$ cat config.mk
export PLATFORM = sky130hd
export DESIGN_NAME = mmio_gpio
export DESIGN_NICKNAME = d
export VERILOG_FILES = /design/src/rtl/mmio_gpio.sv
export SDC_FILE = /design/constraint.sdc
export NUM_CORES = 1
export LEC_CHECK = 0
export CORE_UTILIZATION = 30
export CTS_CLUSTER_SIZE = 25
export DETAILED_ROUTE_END_ITERATION = 8
export PLACE_DENSITY = 0.58
export RECOVER_POWER = 100
export SYNTH_ARGS = -nofsm -noshare
export SYNTH_HDL_FRONTEND = slang
export SYNTH_SLANG_ARGS = --single-unit
$ cat constraint.sdc
create_clock -name clock -period 5 [get_ports clock]
set_input_delay 0.5 -clock clock [delete_from_list [all_inputs] [get_ports clock]]
set_output_delay 0.5 -clock clock [all_outputs]
set_load 0.01 [all_outputs]
$ cat src/rtl/mmio_gpio.sv
// Memory-mapped GPIO: LED register, synchronised and debounced switches and
// buttons, and sticky button-press flags cleared by writing 1.
module mmio_gpio #(
  parameter int LED_W    = 16,
  parameter int SW_W     = 16,
  parameter int BTN_N    = 4,
  parameter int DEBOUNCE = 100000
) (
  input  logic              clock,
  input  logic              reset,
  input  logic [3:0]        io_bus_addr,
  input  logic              io_bus_wrEn,
  input  logic [31:0]       io_bus_wrData,
  input  logic              io_bus_rdEn,
  output logic [31:0]       io_bus_rdData,
  input  logic [SW_W-1:0]   io_switches,
  input  logic [BTN_N-1:0]  io_buttons,
  output logic [LED_W-1:0]  io_leds
);

  localparam int IN_W  = SW_W + BTN_N;
  localparam int CNT_W = $clog2(DEBOUNCE) + 1;
  localparam logic [CNT_W-1:0] CNT_MAX = CNT_W'(DEBOUNCE - 1);

  typedef enum logic [1:0] {
    REG_LED    = 2'd0,
    REG_SW     = 2'd1,
    REG_BTN    = 2'd2,
    REG_BTNCLR = 2'd3
  } reg_sel_e;

  // Switches and buttons share one input path: buttons occupy the upper bits.
  logic [IN_W-1:0]  w_raw;
  logic [IN_W-1:0]  r_s1, r_s2, r_stable, w_stable_nxt;
  logic [CNT_W-1:0] r_cnt     [IN_W];
  logic [CNT_W-1:0] w_cnt_nxt [IN_W];

  logic [LED_W-1:0] r_leds;
  logic [BTN_N-1:0] r_flags, w_flag_set, w_flag_clr;
  logic [BTN_N-1:0] w_btn;
  logic [SW_W-1:0]  w_sw;
  logic [31:0]      r_rd_data, w_rd_mux;
  reg_sel_e         w_sel;
  logic             w_unused_bits;

  assign w_raw = {io_buttons, io_switches};
  assign w_sel = reg_sel_e'(io_bus_addr[3:2]);
  assign w_sw  = r_stable[SW_W-1:0];
  assign w_btn = r_stable[IN_W-1:SW_W];

  // Byte-lane bits and unmapped write bits are deliberately ignored.
  assign w_unused_bits = &{io_bus_addr[1:0], io_bus_wrData};

  // NOTE: every combinational output gets a default before any branch so no latch is inferred.
  always_comb begin
    w_stable_nxt = r_stable;
    for (int i = 0; i < IN_W; i++) begin
      w_cnt_nxt[i] = '0;
      if (r_s2[i] != r_stable[i]) begin
        if (r_cnt[i] == CNT_MAX) begin
          w_stable_nxt[i] = r_s2[i];
        end else begin
          w_cnt_nxt[i] = r_cnt[i] + CNT_W'(1);
        end
      end
    end
  end

  // A flag sets on the same edge the debounced button rises; set beats clear.
  assign w_flag_set = w_stable_nxt[IN_W-1:SW_W] & ~w_btn;
  assign w_flag_clr = (io_bus_wrEn && (w_sel == REG_BTNCLR)) ?
                      io_bus_wrData[16 +: BTN_N] : '0;

  always_comb begin
    w_rd_mux = '0;
    case (w_sel)
      REG_LED:    w_rd_mux[LED_W-1:0] = r_leds;
      REG_SW:     w_rd_mux[SW_W-1:0]  = w_sw;
      REG_BTN: begin
        w_rd_mux[BTN_N-1:0]  = w_btn;
        w_rd_mux[16 +: BTN_N] = r_flags;
      end
      REG_BTNCLR: w_rd_mux[16 +: BTN_N] = r_flags;
      default:    w_rd_mux = '0;
    endcase
  end

  // NOTE: sequential state uses non-blocking assignments so all flops update together.
  always_ff @(posedge clock) begin
    if (reset) begin
      r_s1      <= '0;
      r_s2      <= '0;
      r_stable  <= '0;
      r_leds    <= '0;
      r_flags   <= '0;
      r_rd_data <= '0;
      // NOTE: the counter array is small flop storage, so it is reset element by element.
      for (int i = 0; i < IN_W; i++) begin
        r_cnt[i] <= '0;
      end
    end else begin
      r_s1     <= w_raw;
      r_s2     <= r_s1;
      r_stable <= w_stable_nxt;
      for (int i = 0; i < IN_W; i++) begin
        r_cnt[i] <= w_cnt_nxt[i];
      end
      if (io_bus_wrEn && (w_sel == REG_LED)) begin
        r_leds <= io_bus_wrData[LED_W-1:0];
      end
      r_flags   <= (r_flags & ~w_flag_clr) | w_flag_set;
      r_rd_data <= io_bus_rdEn ? w_rd_mux : 32'h0;
    end
  end

  assign io_leds       = r_leds;
  assign io_bus_rdData = r_rd_data;

endmodule

==> flow_summary_export.csv, run 1 <==
group,metric,value,unit
outcome,status,"finished, violations left",
outcome,violations,"max-capacitance violations, max-slew violations",
logic_synthesis,synth-seq-cells,460,
clocking,post_cts_buffers,0,
setup_path,crit_fanout,18,
logic_synthesis,synth_top_cell_by_area,"dfxtp_1",
placement,dp_hpwl,30.5,mm
logic_synthesis,synth-edff-count,0,
global_routing,overflow,0,
timing,hold_violations,0,
global_routing,grt_pass1_vias,14700,
power_and_ir_drop,power,7.71,mW
timing,setup_tns,0,ns
clocking,clkTransAtPathRegs,0.06,ns
setup_path,cp.required,5.39,ns
clocking,htreeDepth,2,
placement,numPortBuffers,81,
setup_path,path_cells,"or4_1, or4_1, o21ai_0, nor2_1",
logic_synthesis,yosys-top-cells-area,"dfxtp_1 (47%), xor2_1 (6.6%), nor2_1 (6.4%), xnor2_1 (5.2%), nand4_1 (3.5%)",
route,drtPass1Iterations,4,
floorplanning,chipHeight,259,um
final_layout,fin_util,35.4,%
timing,setup_viol,0,
setup_path,path_buf_inv,0,
global_routing,grt_max_degree,70,
logic_synthesis,synth_common_cells,"dfxtp_1 (460), nor2_1 (337), xor2_1 (150), nand2_1 (134), nand3_1 (131)",
logic_synthesis,synth_cells,2236,
final_layout,antenna_cells,0,
setup_path,cp_slowest_cell,"o21ai_0",
floorplanning,dieArea,0.0670,sq mm
logic_synthesis,ys_types,55,
floorplanning,start_util,30.5,%
global_routing,grt_pass1_wl,71.4,mm
setup_path,crit_family,"compound AO/OA/AOI/OAI gates",
logic_synthesis,synth-seq-area-share,46.6,%
clocking,cts-resized-gates,0,
timing,fmax,0.307,GHz
clocking,clock_latency,0.59,ns
run,max_cap_viol_count,9,
setup_path,path_class,"flop to flop",
setup_path,crit_path_frequent_cell,"or4_1",
logic_synthesis,synth.top_cell.area_share,46.6,%
route,top_layer,"met5",
floorplanning,pin_count,108,
final_layout,drive_gt1_share,4.53,%
route,wire_per_inst,13.6,um
clocking,cts_buffer_depth,3,
setup_path,critPathMaxStageDelay,1.46,ns
clocking,tritoncts,"built",
floorplanning,std_cell_rows,93,
floorplanning,core_area,0.0648,sq mm
route,viasPerCell,4.89,
logic_synthesis,async_flop_share,0,%
setup_path,critPathCaptureType,"flop",
global_routing,antenna_found_initial,4,
route,wl_met1,21.2,mm
floorplanning,die_x,259,um
route,drt_iter0_drc,781,
setup_path,crit_path_start_kind,"flop",
route,vias,15600,
route,drc_errors,0,
clocking,cts_root_buffer,"clkbuf_16",
timing,finalCritPeriodShare,65.1,%
timing,fin_crit,3.25,ns
route,met3WireLength,2.20,mm
final_layout,nNetsFinal,2381,
route,wl_met2,19.1,mm
clocking,hold_buffers,0,
placement,globalplace.congestion,0.822,
power_and_ir_drop,ir_drop,0.245,mV
timing,relSlewSlack,-52.4,%
clocking,cts_buffers,52,
final_layout,area_delta_synth_final,16.0,%
logic_synthesis,netlist_area,0.0198,sq mm
route,totalWireLength,43.5,mm
clocking,clock-sinks,460,
logic_synthesis,yosys_warnings,0,
global_routing,grt_use_total,12.8,%
timing,rsz0062_at_grt,"false",
timing,worst_pin_slew,2.29,ns
timing,fin_worst_skew,0.00817,ns
setup_path,critPathArrivalTime,3.64,ns
logic_synthesis,synth-main-ff-cell,"dfxtp_1",
logic_synthesis,yosysMostFrequentCell,"dfxtp_1",
power_and_ir_drop,leakage,7.27,nW
route,postRouteAntennaNets,0,
timing,drv_slew,189,
power_and_ir_drop,p_per_area,336,mW/mm^2
logic_synthesis,avgSynthCellArea,8.85,sq um
worst_hold_path,hold_class,"flop to flop",
cell families after synthesis:
kind of cell	share of synthesized area, %
and+or+nand+nor	29.0
DFF	46.6
xor gates and xnor gates	11.8
AOI/OAI and AO/OA	7.08
buffers and inverters	3.32
adders and majority gates	1.27
muxes	0.911
other	0.0190
placed cells by master, fill, tap and decap left out, types with 11 or more instances in the layout:
| cell | n |
|---|---|
| a21oi_1 | 106 |
| and2_1 | 16 |
| and3_1 | 29 |
| and4_1 | 48 |
| clkbuf_16 | 52 |
| clkbuf_8 | 12 |
| clkdlybuf4s50_1 | 43 |
| clkinv_2 | 11 |
| conb_1 | 12 |
| dfxtp_1 | 460 |
| dlygate4sd3_1 | 37 |
| ha_1 | 20 |
| inv_1 | 62 |
| mux2i_1 | 18 |
| nand2_1 | 134 |
| nand2b_1 | 16 |
| nand3_1 | 131 |
| nand4_1 | 110 |
| nor2_1 | 337 |
| nor2b_1 | 43 |
| nor3_1 | 35 |
| nor4_1 | 52 |
| o21ai_0 | 66 |
| o21bai_1 | 11 |
| o31ai_1 | 26 |
| or3_1 | 63 |
| or4_1 | 45 |
| xnor2_1 | 117 |
| xor2_1 | 150 |
per-stage QoR:
step           area (sq um)  setup WS, ns  hold slack [ns]  instances
2_1_floorplan         19800          3.05            0.414       2247
3_3_place_gp          21300          2.41            0.421       3102
3_5_place_dp          21300          2.35            0.426       3102
4_1_cts               23000          2.54            0.372       3193
5_1_grt               23000          1.39            0.441       3193
6_report              23000          1.75            0.431       3193
power by group:
| group | switching [mW] | internal [mW] | total, mW |
|---|---|---|---|
| Combinational | 0.0880 | 0.0653 | 0.153 |
| Clock | 1.51 | 2.33 | 3.84 |
| Sequential | 0.0185 | 3.69 | 3.71 |
final cells by class:
class	count	area [sq um]
Clock buffer	71	1490
Clock inverter	20	245
Fill cell	6560	41900
Inverter	62	233
Multi-Input combinational cell	1642	9870
Sequential cell	460	9210
Tap cell	855	1070
Timing Repair Buffer	83	832
worst paths after layout:
path,from,end,slack (ns),cells past startpoint
max,r_cnt[4][48]$_SDFF_PP0_,r_cnt[4][38]$_SDFF_PP0_,1.75,4
min,r_s1[17]$_SDFF_PP0_,r_s2[17]$_SDFF_PP0_,0.43,1
max reg2reg,r_cnt[4][48]$_SDFF_PP0_,r_cnt[4][38]$_SDFF_PP0_,1.75,4
min reg2reg,r_s1[17]$_SDFF_PP0_,r_s2[17]$_SDFF_PP0_,0.43,1
layer usage:
| metal | vias up | track usage (%) |
|---|---|---|
| met5 | - | 0 |
| met4 | 6 | 4.22 |
| met3 | 75 | 3.15 |
| met2 | 226 | 20.3 |
| met1 | 7347 | 16.9 |
| li1 | 7949 | - |
state kept, by name, summed over array words and instances (netlist names):
signal         count
r_cnt            360
io_bus_rdData     20
r_s1              20
r_s2              20
r_stable          20
io_leds           16
r_flags            4
(Power assumes the default switching activity.)
==> run 2: changes to the inputs <==
==> constraint.sdc (replaced) <==
create_clock -name clock -period 3 [get_ports clock]
set_input_delay 0.3 -clock clock [delete_from_list [all_inputs] [get_ports clock]]
set_output_delay 0.3 -clock clock [all_outputs]
set_load 0.01 [all_outputs]
==> run 2 against run 1 <==
Effect of this change:
- sequential power increased by 67%
- cell area increased by 1.2%
- highest routed layer is now met4
- wire length decreased by 0.31%
- clock power increased by 82%
- combinational power increased by 69%
- register-to-register slack got worse by 1.2 ns
- the run now ends clean
- largest cell class unchanged
- core utilization increased by 0.41 points
- worst setup slack got worse by 1.2 ns
- critical path depth increased by 2
- cell count increased by 0.72%
- clock skew increased by 0.010 ns
- first-iteration DRC count decreased by 5.5%
==> flow_summary_export.csv, run 2 (synthesis gave the netlist of run 1 again) <==
group,metric,value,unit
route,vias,15600,
power_and_ir_drop,power,13.4,mW
clocking,clock_latency,0.58,ns
global_routing,grt_pass1_vias,15100,
floorplanning,pin_count,108,
clocking,tritoncts,"built",
final_layout,largest_register_ffs,360,
worst_hold_path,hold_class,"input port to flop",
final_layout,area_delta_synth_final,17.4,%
timing,fin_worst_skew,0.0183,ns
floorplanning,core_area,0.0648,sq mm
floorplanning,std_cell_rows,93,
final_layout,top_register,"r_cnt",
clocking,clkTransAtPathRegs,0.06,ns
timing,drv_slew,0,
route,wire_per_inst,13.5,um
route,drt_iter0_drc,738,
setup_path,cp.required,3.45,ns
final_layout,drive_gt1_share,4.92,%
placement,globalplace.congestion,0.812,
global_routing,grt_pass1_wl,72.4,mm
global_routing,antenna_found_initial,1,
power_and_ir_drop,leakage,7.38,nW
clocking,htreeDepth,2,
route,drtPass1Iterations,6,
clocking,post_cts_buffers,0,
final_layout,nNetsFinal,2400,
placement,numPortBuffers,81,
clocking,clock-sinks,460,
clocking,cts_root_buffer,"clkbuf_16",
power_and_ir_drop,p_per_area,578,mW/mm^2
floorplanning,start_util,30.5,%
global_routing,grt_use_total,12.9,%
route,drc_errors,0,
route,totalWireLength,43.4,mm
setup_path,path_class,"flop to flop",
timing,fin_crit,2.42,ns
global_routing,overflow,0,
timing,relSlewSlack,29.3,%
global_routing,grt_max_degree,54,
setup_path,critPathArrivalTime,2.88,ns
timing,hold_ws,0.247,ns
setup_path,crit_fanout,9,
final_layout,final_cell_mix,"dfxtp_1 (460), nor2_1 (337), xor2_1 (150), nand2_1 (134), nand3_1 (131)",
run,max_cap_viol_count,0,
clocking,hold_buffers,0,
placement,dp_hpwl,30.7,mm
route,postRouteAntennaNets,0,
final_layout,final_common_cell,"dfxtp_1",
setup_path,critPathCaptureType,"flop",
timing,worst_pin_slew,1.06,ns
timing,setup_tns,0,ns
timing,fmax,0.413,GHz
clocking,cts_buffer_depth,3,
timing,setup_viol,0,
floorplanning,chipHeight,259,um
floorplanning,die_x,259,um
timing,rsz0062_at_grt,"false",
clocking,cts_buffers,52,
timing,finalCritPeriodShare,80.8,%
outcome,status,"finished, final reports clean",
final_layout,n_fill_cell,6556,
floorplanning,dieArea,0.0670,sq mm
route,viasPerCell,4.86,
power_and_ir_drop,ir_drop,0.364,mV
clocking,cts-resized-gates,0,
timing,hold_violations,0,
setup_path,crit_path_start_kind,"flop",
[run 2: cell count changes in the layout (fill, tap and decap cells not counted), sizes merged]
cell           change
clkdlybuf4s50      -1
buf                +1
dlygate4sd3        +1
clkinvlp           -1
clkbuf            +21
diode              +1
bufinv             +5
clkinv             -4
[run 2: layout make-up]
type | count | area [sq um] | area share, %
multi-input cells | 1642 | 9890 | 42.6
flip-flops and latches | 460 | 9210 | 39.7
clock buffers | 74 | 1560 | 6.70
well taps | 855 | 1070 | 4.61
repair buffers | 102 | 895 | 3.85
clock inverters | 20 | 363 | 1.56
inverters | 62 | 233 | 1.00
diodes | 1 | 2.50 | 0.0108
[run 2: per-stage QoR]
stage                     area [sq um]  worst slack (ns)  util (%)  cells
final                            23200             0.577      35.8   3216
after global routing             23200             0.391      35.8   3215
after CTS                        23400             0.844      36.0   3215
after detailed placement         21400             0.783      33.1   3121
after global placement           21400             0.779      33.1   3121
after floorplan                  19800              1.06         -   2247
[run 2: per-layer routing]
layer  share of wire [%]  global-route usage (%)
met5                   0                       0
met4                 3.1                    5.19
met1                  50                    17.3
met3                 4.1                    2.30
met2                  43                    20.3
[run 2: worst paths after layout]
check                                from                 endpoint  slack, ns  depth (start not counted)
setup / recovery  r_cnt[1][36]$_SDFF_PP0_  r_cnt[1][48]$_SDFF_PP0_       0.58                          6
hold / removal                      reset       r_s2[8]$_SDFF_PP0_       0.25                          2
setup reg to reg  r_cnt[1][36]$_SDFF_PP0_  r_cnt[1][48]$_SDFF_PP0_       0.58                          6
hold reg to reg        r_s1[8]$_SDFF_PP0_       r_s2[8]$_SDFF_PP0_       0.43                          1
[run 2: worst max-delay path, stage by stage, from the launching register on]
cell and delay, ns:
dfxtp_1 0.35, ha_1 0.20, and3_1 0.27, nand3_1 0.15, o21ai_0 0.83, clkbuf_1 0.40
nor2_1 0.09
[run 2: power by group]
| group | switching, mW | internal (mW) |
|---|---|---|
| clock network | 2.54 | 4.45 |
| registers | 0.0334 | 6.15 |
| logic | 0.148 | 0.111 |
| total | 2.72 | 10.7 |
